File: config.mk
export PLATFORM = sky130hd
export DESIGN_NAME = com_bridge
export DESIGN_NICKNAME = d
export VERILOG_FILES = /design/src/rtl/com_bridge.sv
export SDC_FILE = /design/constraint.sdc
export NUM_CORES = 1
export LEC_CHECK = 0
export BUFFER_PORTS_ARGS = -buffer_cell sky130_fd_sc_hd__buf_2
export CORE_ASPECT_RATIO = 0.8
export CORE_MARGIN = 8
export CORE_UTILIZATION = 53
export CTS_BUF_LIST = sky130_fd_sc_hd__clkbuf_16
export CTS_CLUSTER_SIZE = 20
export DETAILED_ROUTE_END_ITERATION = 8
export PLACE_DENSITY = 0.83
export SETUP_SLACK_MARGIN = 0.15
export SLEW_MARGIN = 20
export SYNTH_ARGS = -nofsm -noshare
export SYNTH_HDL_FRONTEND = slang
export SYNTH_SLANG_ARGS = --single-unit
File: constraint.sdc
create_clock -name clk -period 3.74 [get_ports clk]
set_clock_uncertainty 0.1 [all_clocks]
set_input_delay 0.187 -clock clk [delete_from_list [all_inputs] [get_ports clk]]
set_output_delay 0.187 -clock clk [all_outputs]
set_load 0.05 [all_outputs]
File: src/rtl/com_bridge.sv
// J1 peripheral bridge: stages {comando,datos} pairs, queues them in a small FIFO
// and dispatches them one at a time to the UART sender stage with a launch/ack handshake.
module com_bridge #(
    parameter int FIFO_DEPTH  = 4,
    parameter int ACK_TIMEOUT = 16
) (
    input  logic        clk,
    input  logic        rst,
    input  logic        cs,
    input  logic [3:0]  addr,
    input  logic        wr,
    input  logic        rd,
    input  logic [15:0] d_in,
    output logic [15:0] d_out,
    output logic [7:0]  datos,
    output logic [7:0]  comando,
    output logic        start_j1,
    input  logic        bussy
);

    localparam int PW = (FIFO_DEPTH > 1) ? $clog2(FIFO_DEPTH) : 1;
    localparam int CW = $clog2(FIFO_DEPTH) + 1;
    localparam int TW = $clog2(ACK_TIMEOUT + 1);

    typedef enum logic [1:0] {
        S_IDLE    = 2'd0,
        S_LAUNCH  = 2'd1,
        S_WAIT_HI = 2'd2,
        S_WAIT_LO = 2'd3
    } state_t;

    state_t          state_q, state_d;
    logic [TW-1:0]   timer_q, timer_d;
    logic [CW-1:0]   count_q, count_d;
    logic [PW-1:0]   wr_ptr_q, wr_ptr_d;
    logic [PW-1:0]   rd_ptr_q, rd_ptr_d;
    logic [15:0]     mem_q [FIFO_DEPTH];
    logic [7:0]      datos_st_q, datos_st_d;
    logic [7:0]      comando_st_q, comando_st_d;
    logic            ovf_q, ovf_d;
    logic            tmo_q, tmo_d;
    logic [15:0]     d_out_q, d_out_d;
    logic [7:0]      datos_q, datos_d;
    logic [7:0]      comando_q, comando_d;
    logic            start_q, start_d;

    logic            wr_en_s, rd_en_s, push_req_s, push_s, clr_s;
    logic            full_s, empty_s, active_s;
    logic            pop_s, launch_s, tmo_set_s;
    logic [15:0]     head_s, rd_data_s;
    logic            unused_s;

    assign wr_en_s    = cs & wr;
    assign rd_en_s    = cs & rd;
    assign push_req_s = wr_en_s && (addr == 4'h4);
    assign clr_s      = wr_en_s && (addr == 4'h6) && d_in[0];
    assign full_s     = (count_q == CW'(FIFO_DEPTH));
    assign empty_s    = (count_q == CW'(0));
    assign push_s     = push_req_s & ~full_s;
    assign active_s   = (state_q != S_IDLE);
    assign head_s     = mem_q[rd_ptr_q];
    assign unused_s   = ^d_in[15:8];

    // Dispatch state register
    always_ff @(posedge clk or posedge rst) begin
        if (rst) begin
            state_q <= S_IDLE;
            timer_q <= '0;
        end else begin
            state_q <= state_d;
            timer_q <= timer_d;
        end
    end

    // Dispatch next-state logic; the head stays queued until the sender acknowledges or times out
    always_comb begin
        state_d   = state_q;
        timer_d   = timer_q;
        pop_s     = 1'b0;
        launch_s  = 1'b0;
        tmo_set_s = 1'b0;
        case (state_q)
            S_IDLE: begin
                if (!empty_s && !bussy) begin
                    state_d  = S_LAUNCH;
                    launch_s = 1'b1;
                end else begin
                    state_d = S_IDLE;
                end
            end
            S_LAUNCH: begin
                timer_d = '0;
                state_d = S_WAIT_HI;
            end
            S_WAIT_HI: begin
                if (bussy) begin
                    state_d = S_WAIT_LO;
                end else if (timer_q == TW'(ACK_TIMEOUT - 1)) begin
                    tmo_set_s = 1'b1;
                    pop_s     = 1'b1;
                    state_d   = S_IDLE;
                end else begin
                    timer_d = timer_q + TW'(1);
                end
            end
            S_WAIT_LO: begin
                if (!bussy) begin
                    pop_s   = 1'b1;
                    state_d = S_IDLE;
                end else begin
                    state_d = S_WAIT_LO;
                end
            end
            default: begin
                state_d = S_IDLE;
            end
        endcase
    end

    // Dispatch outputs: payload latched on launch and held until the next launch
    always_comb begin
        start_d   = (state_d == S_LAUNCH);
        datos_d   = datos_q;
        comando_d = comando_q;
        if (launch_s) begin
            comando_d = head_s[15:8];
            datos_d   = head_s[7:0];
        end else begin
            comando_d = comando_q;
            datos_d   = datos_q;
        end
    end

    // FIFO bookkeeping; a push into a full FIFO is dropped even when a pop frees a slot
    always_comb begin
        wr_ptr_d = push_s ? (wr_ptr_q + PW'(1)) : wr_ptr_q;
        rd_ptr_d = pop_s ? (rd_ptr_q + PW'(1)) : rd_ptr_q;
        case ({push_s, pop_s})
            2'b10:   count_d = count_q + CW'(1);
            2'b01:   count_d = count_q - CW'(1);
            default: count_d = count_q;
        endcase
        ovf_d = (ovf_q & ~clr_s) | (push_req_s & full_s);
        tmo_d = (tmo_q & ~clr_s) | tmo_set_s;
    end

    // Register file writes and read mux
    always_comb begin
        datos_st_d   = (wr_en_s && (addr == 4'h0)) ? d_in[7:0] : datos_st_q;
        comando_st_d = (wr_en_s && (addr == 4'h2)) ? d_in[7:0] : comando_st_q;
        case (addr)
            4'h0:    rd_data_s = {8'h00, datos_st_q};
            4'h2:    rd_data_s = {8'h00, comando_st_q};
            4'h6:    rd_data_s = {6'd0, tmo_q, ovf_q, active_s, full_s, empty_s, 5'(count_q)};
            default: rd_data_s = 16'h0000;
        endcase
        d_out_d = rd_en_s ? rd_data_s : d_out_q;
    end

    // Datapath and control registers
    always_ff @(posedge clk or posedge rst) begin
        if (rst) begin
            count_q      <= '0;
            wr_ptr_q     <= '0;
            rd_ptr_q     <= '0;
            datos_st_q   <= 8'h00;
            comando_st_q <= 8'h00;
            ovf_q        <= 1'b0;
            tmo_q        <= 1'b0;
            d_out_q      <= 16'h0000;
            datos_q      <= 8'h00;
            comando_q    <= 8'h00;
            start_q      <= 1'b0;
        end else begin
            count_q      <= count_d;
            wr_ptr_q     <= wr_ptr_d;
            rd_ptr_q     <= rd_ptr_d;
            datos_st_q   <= datos_st_d;
            comando_st_q <= comando_st_d;
            ovf_q        <= ovf_d;
            tmo_q        <= tmo_d;
            d_out_q      <= d_out_d;
            datos_q      <= datos_d;
            comando_q    <= comando_d;
            start_q      <= start_d;
        end
    end

    // FIFO storage
    always_ff @(posedge clk or posedge rst) begin
        if (rst) begin
            for (int i = 0; i < FIFO_DEPTH; i++) begin
                mem_q[i] <= 16'h0000;
            end
        end else if (push_s) begin
            mem_q[wr_ptr_q] <= {comando_st_q, datos_st_q};
        end
    end

    assign d_out    = d_out_q;
    assign datos    = datos_q;
    assign comando  = comando_q;
    assign start_j1 = start_q;

endmodule
Word-level counts from Yosys, hierarchy flattened

Index checks and enable logic that the tools add are counted.

Shift operators: 0
$mul: 0
Divide/modulo/power cells: 0
Magnitude comparators: 3
Equal/unequal tests: 13
Bitwise logic cells: 12
Reduce and logical (&&, ||, !) cells: 16
Add/sub/neg operators: 5
Multiplexer cells: 23

Operator list:

| kind                                                             | number |
|---|---|
| 64-bit bitwise mux                                               | 1 |
| 16-bit two-way mux                                               | 3 |
| 16-bit binary-select mux with 2-bit select                       | 1 |
| 16-bit demux with 2-bit select                                   | 1 |
| 10-bit case mux with 3 select lines                              | 1 |
| 5-bit two-way mux                                                | 2 |
| 5-bit case mux with 2 select lines                               | 1 |
| 4-bit by 3-bit == test with 1-bit output (second input constant) | 2 |
| 2-bit case mux with 4 select lines                               | 1 |
| 1-bit logical AND                                                | 7 |
| 1-bit two-way mux                                                | 7 |
| 1-bit AND                                                        | 6 |
| 2-bit by 1-bit == test with 1-bit output (second input constant) | 3 |
| 2-bit == test (second input constant)                            | 3 |
| 3-bit greater-or-equal comparator (second input constant)        | 2 |
| 2-bit two-way mux                                                | 3 |
| 2-bit inverter with 3-bit output                                 | 2 |
| 3-bit case mux with 2 select lines                               | 1 |
| 2-bit nonzero test                                               | 3 |
| 5-bit by 1-bit adder with 5-bit output (second input constant)   | 1 |
| 5-bit by 4-bit == test with 1-bit output (second input constant) | 1 |
| 2-bit by 1-bit adder with 2-bit output (second input constant)   | 2 |
| 4-bit by 2-bit == test with 1-bit output (second input constant) | 1 |
| 4-bit zero test                                                  | 1 |
| other kinds (12)                                                 | 16 |

Flip-flop bits (word level): 129
Memories kept: 0
Bits in writable memories: 0
ROM bits: 0
Bits in latches: 0

Logic depth before layout (Yosys ltp)

Depth in word-level cells: 6
Depth in mapped cells: 10
Gate-level depth less buffers: 10

Least setup slack after synthesis

Ideal clock, no wire load.

Path kind: register to register
From: reg timer_q[0]
To: reg count_q[2]
Arrival: 2.091 ns
Data required time: 3.561 ns
Stages on the path, launching flop included: 11
Buffers on the path: 0
Path slack: 1.469 ns
Cell sequence: dfrtp_1 > ha_1 > and3_1 > ha_1 > o21a_1 > ha_1 > inv_1 > fa_1 > xor2_1 > nor2_1 > xor2_1

Longest elaborated chain between the ends: 6
Elaborated cells on any way between the ends: 8
Those cells by class: eq/ne: 3; mux: 4; reduce/logical: 1

Ends and longest elaborated chain:

| what                                                                      | line | source |
|---|---|---|
| start, declared                                                           | 33   | `logic [TW-1:0] timer_q, timer_d;` |
| start signal, assigned                                                    | 71   | `timer_q <= timer_d;` |
| 5-bit by 4-bit == test with 1-bit output (*)                              | 98   | `end else if (timer_q == TW'(ACK_TIMEOUT - 1)) begin` |
| 1-bit two-way mux (*)                                                     | 98   |  |
| 1-bit two-way mux (*)                                                     | 96   | `if (bussy) begin` |
| 1-bit case mux with 2 select lines (*)                                    | 82   | `case (state_q)` |
| via pop_s                                                                 | 49   | `logic pop_s, launch_s, tmo_set_s;` |
| 2-bit by 1-bit == test with 1-bit output or 2-bit == test (tied branches) | 138  | `case ({push_s, pop_s})` |
| 3-bit case mux with 2 select lines or 2-bit nonzero test (tied branches)  | --   |  |
| end signal, assigned                                                      | 175  | `count_q <= count_d;` |
| end, declared                                                             | 34   | `logic [CW-1:0] count_q, count_d;` |

Mark *: on every way through the listed nets, which the timed path passes. The rest lies on a longest branch.
A chain may end at the register's enable or synchronous reset.

Worst setup path in the final report

From: reg count_q[0]
To: reg count_q[2]

Longest elaborated chain between the ends: 5
Elaborated cells on any way between the ends: 9
Those cells by class: add/sub: 2; eq/ne: 3; mux: 1; bitwise: 2; reduce/logical: 1

Ends and longest elaborated chain:

| what                                                                      | line | source |
|---|---|---|
| 3-bit == test                                                             | 57   | `assign full_s = (count_q == CW'(FIFO_DEPTH));` |
| 1-bit inverter                                                            | 59   | `assign push_s = push_req_s & ~full_s;` |
| 1-bit AND                                                                 | 59   |  |
| 2-bit by 1-bit == test with 1-bit output or 2-bit == test (tied branches) | 138  |  |
| 3-bit case mux with 2 select lines or 2-bit nonzero test (tied branches)  | --   |  |

Several ways; a longest one is shown, not always the timed one.

==> results.tsv <==
stage	metric	value	unit
layout	final core occ	61.9	%
detailed_routing	1st-pass router iterations	5	
job	maxcap violations	0	
grt	largest net degree at the start of global routing	74	
synth	cell count after synthesis	379	
synth	Seq/Total Area, Yosys	53.6	%
synth	Post-synth EDFFs	0	
worst_setup_path	CP dominant cell by count	xor2_1	
sta	final hold vios	0	
synth	Mapped Area	5750	um2
worst_setup_path	crit-path max cell delay	610	ps
layout	final net count	472	
worst_setup_path	CP Cell Sequence	or3b_1 > nand3_1 > ha_1 > inv_1 > fa_1 > xor2_1 > nor2_1 > xor2_1	
pwr	Total Power	3.96	mW
grt	first-pass GRT wire length	19.8	mm
layout	Inserted Diodes	0	
clock_network	CTS clk-pin slew, worst paths	50	ps
sta	min cycle time layout	2590	ps
detailed_routing	Vias/cell	5.69	
detailed_routing	DRT antenna net count	0	
layout	Layout Cells excl Fill	591	
worst_setup_path	Arr. time, crit path	2820	ps
sta	Final WS setup	1150	ps
synth	Avg Inst Size Synth	15.2	um2
detailed_routing	wire per inst	20.5	um
clock_network	postcts setup bufs	0	
place	Placer Congestion	0.809	
min_path	hold crit path type	in -> reg	
floorplanning	Die Ht	109	um
layout	most frequent cells in the layout	123 x dfrtp_1, 57 x mux2_2, 44 x buf_2, 40 x mux2_4, 17 x clkbuf_16	
floorplanning	I/O pins	59	
floorplanning	Core ar.	10700	um2
sta	fmax	386	MHz
place	dpl hpwl	7.88	mm
synth	top_reg_cell synth	dfrtp_1	
worst_setup_path	Worst EP required	3970	ps
sta	Final setup violation count	0	
clock_network	Inserted Clock Buffers	17	
floorplanning	die width	132	um
run_status	status	finished clean	
clock_network	CTS tree	yes	
place	number of port buffers	44	
clock_network	H-tree depth	4	
detailed_routing	routed via count	3365	
pwr	Pleak	3.41	nW
detailed_routing	# DRC	0	
clock_network	CTS root buf	clkbuf_16	
worst_setup_path	slowest stage cell on the critical path	or3b_1	
worst_setup_path	Worst setup SP type	flop	
synth	post-synth cell types	48	
detailed_routing	drt total wl	12.1	mm
grt	vias in the first global route	3746	
place	post-place setup slack	1210	ps
pwr	Max rail drop VDD	0.000321	V
layout	share of layout cells above drive strength 1	42.7	%
worst_setup_path	WS Path Type	reg -> reg	
synth	synth warn	0	
grt	all-layer global routing usage	17.9	%
place	placed instance count	551	
floorplanning	Initial Util	53.6	%
synth	asr flop ratio synth	100	%
sta	Hold WS	48.2	ps
layout	final non-filler cell area	6630	um2
pwr	power per cell area	597	nW/um2
clock_network	CTS sink cnt	123	
sta	fin. max-slew vios	0	
layout	Area Growth Syn to Fin	15.4	%
floorplanning	row count	34	
worst_setup_path	crit path capture type	flop	
detailed_routing	Detailed Route Iter0 Violations	332	
sta	setup_tns	0	ps
sta	Worst Tran Pin Value	881	ps
floorplanning	die area	14400	um2
place	Placed Instance Area	6020	um2
synth	Seq cells post-synth	123	
layout	FILL cells	819	
clock_network	CTS max path bufs	2	
layout	commonest non-fill, non-tap cell in the layout	dfrtp_1	
sta	max_slew headroom	41.2	%
sta	RSZ-0062 raised after global routing	no	
worst_setup_path	crit path max fanout	7	
grt	antenna violations before repair	0	
clock_network	worst skew pair latency	410	ps
grt	grt ovf	0	
sta	Final period util	69.2	%
==> what timing repair did <==
item                      4_1_cts  5_1_grt
gates resized for setup         0        0
hold endpoints to repair       90        0
hold buffers                   12        0
==> critical path, delay by kind of cell (launching register included) <==
family	cells	cell delay, ps
fa+ha+maj	2	610
xor+xnor	2	320
flops	1	410
buf+inv	1	70
simple gates	3	990
==> logic make-up after synthesis <==
group / count (synthesis) / synth area share (%)
AO/OA/AOI/OAI: 29 / 3.77
XOR/XNOR: 6 / 0.915
adder cells (fa/ha/maj): 8 / 1.87
buffers and inverters: 36 / 3.83
flip-flops: 123 / 53.6
multiplexers: 121 / 29.3
other: 1 / 0.0653
AND/OR/NAND/NOR: 55 / 6.69
==> layout make-up <==
type / count / area, um2 / share of cell area [%]
repair buffers: 60 / 370 / 5.58
flip-flops and latches: 123 / 3080 / 46.4
inverters: 11 / 43.8 / 0.660
well taps: 144 / 180 / 2.72
clock inverters: 11 / 68.8 / 1.04
multi-input cells: 225 / 2470 / 37.2
clock buffers: 17 / 425 / 6.41
==> worst paths after layout <==
path | start | end | slack [ps] | cells after the start
worst max-delay path | count_q[0] | count_q[2] | 1150 | 8
worst min-delay path | cs | d_out[9] | 50 | 3
worst max register to register | count_q[0] | count_q[2] | 1150 | 8
worst min register to register | d_out[3] | d_out[3] | 380 | 2
max in group asynchronous | rst | comando[5] | 2200 | 4
min in group asynchronous | rst | datos[2] | 420 | 3
==> per-layer routing <==
layer / track usage, % / part of all wire (%)
met1: 22.1 / 43
met2: 29.2 / 49
met3: 5.20 / 5.9
met4: 7.44 / 1.5
met5: 0 / 0
==> power by group <==
part | leakage (nW) | switching, mW | internal, mW
registers | 1.67 | 0.248 | 1.51
clock network | 0.257 | 0.523 | 0.870
logic | 1.49 | 0.432 | 0.378
==> cell usage after synthesis, types with 2 or more instances <==
cell	n	area, um2
ha_1	7	87.6
dfrtp_1	123	3080
nand3_1	5	25.0
nor2_1	5	18.8
a222oi_1	2	20.0
buf_2	5	25.0
mux2i_1	8	80.1
clkbuf_1	5	18.8
inv_1	11	41.3
nand4_4	4	85.1
nor3b_1	2	15.0
and3_1	5	31.3
or3_1	2	12.5
nor2b_1	5	31.3
buf_6	6	67.6
o31ai_1	2	15.0
mux2_4	40	601
o22ai_1	5	31.3
xnor2_1	2	17.5
nand2_1	15	56.3
a22o_1	6	52.6
xor2_1	4	35.0
buf_4	9	67.6
or3b_2	2	17.5
mux2_2	57	642
o21ai_0	5	25.0
mux4_2	16	360
==> registers in the layout, indices dropped and copies added (netlist names), 3 cells and up <==
name and cells:
datos_st_q 8, d_out 10, mem_q 64, comando 8, datos 8, count_q 3
timer_q 5, comando_st_q 8
Power figures use the tool's default switching activity.
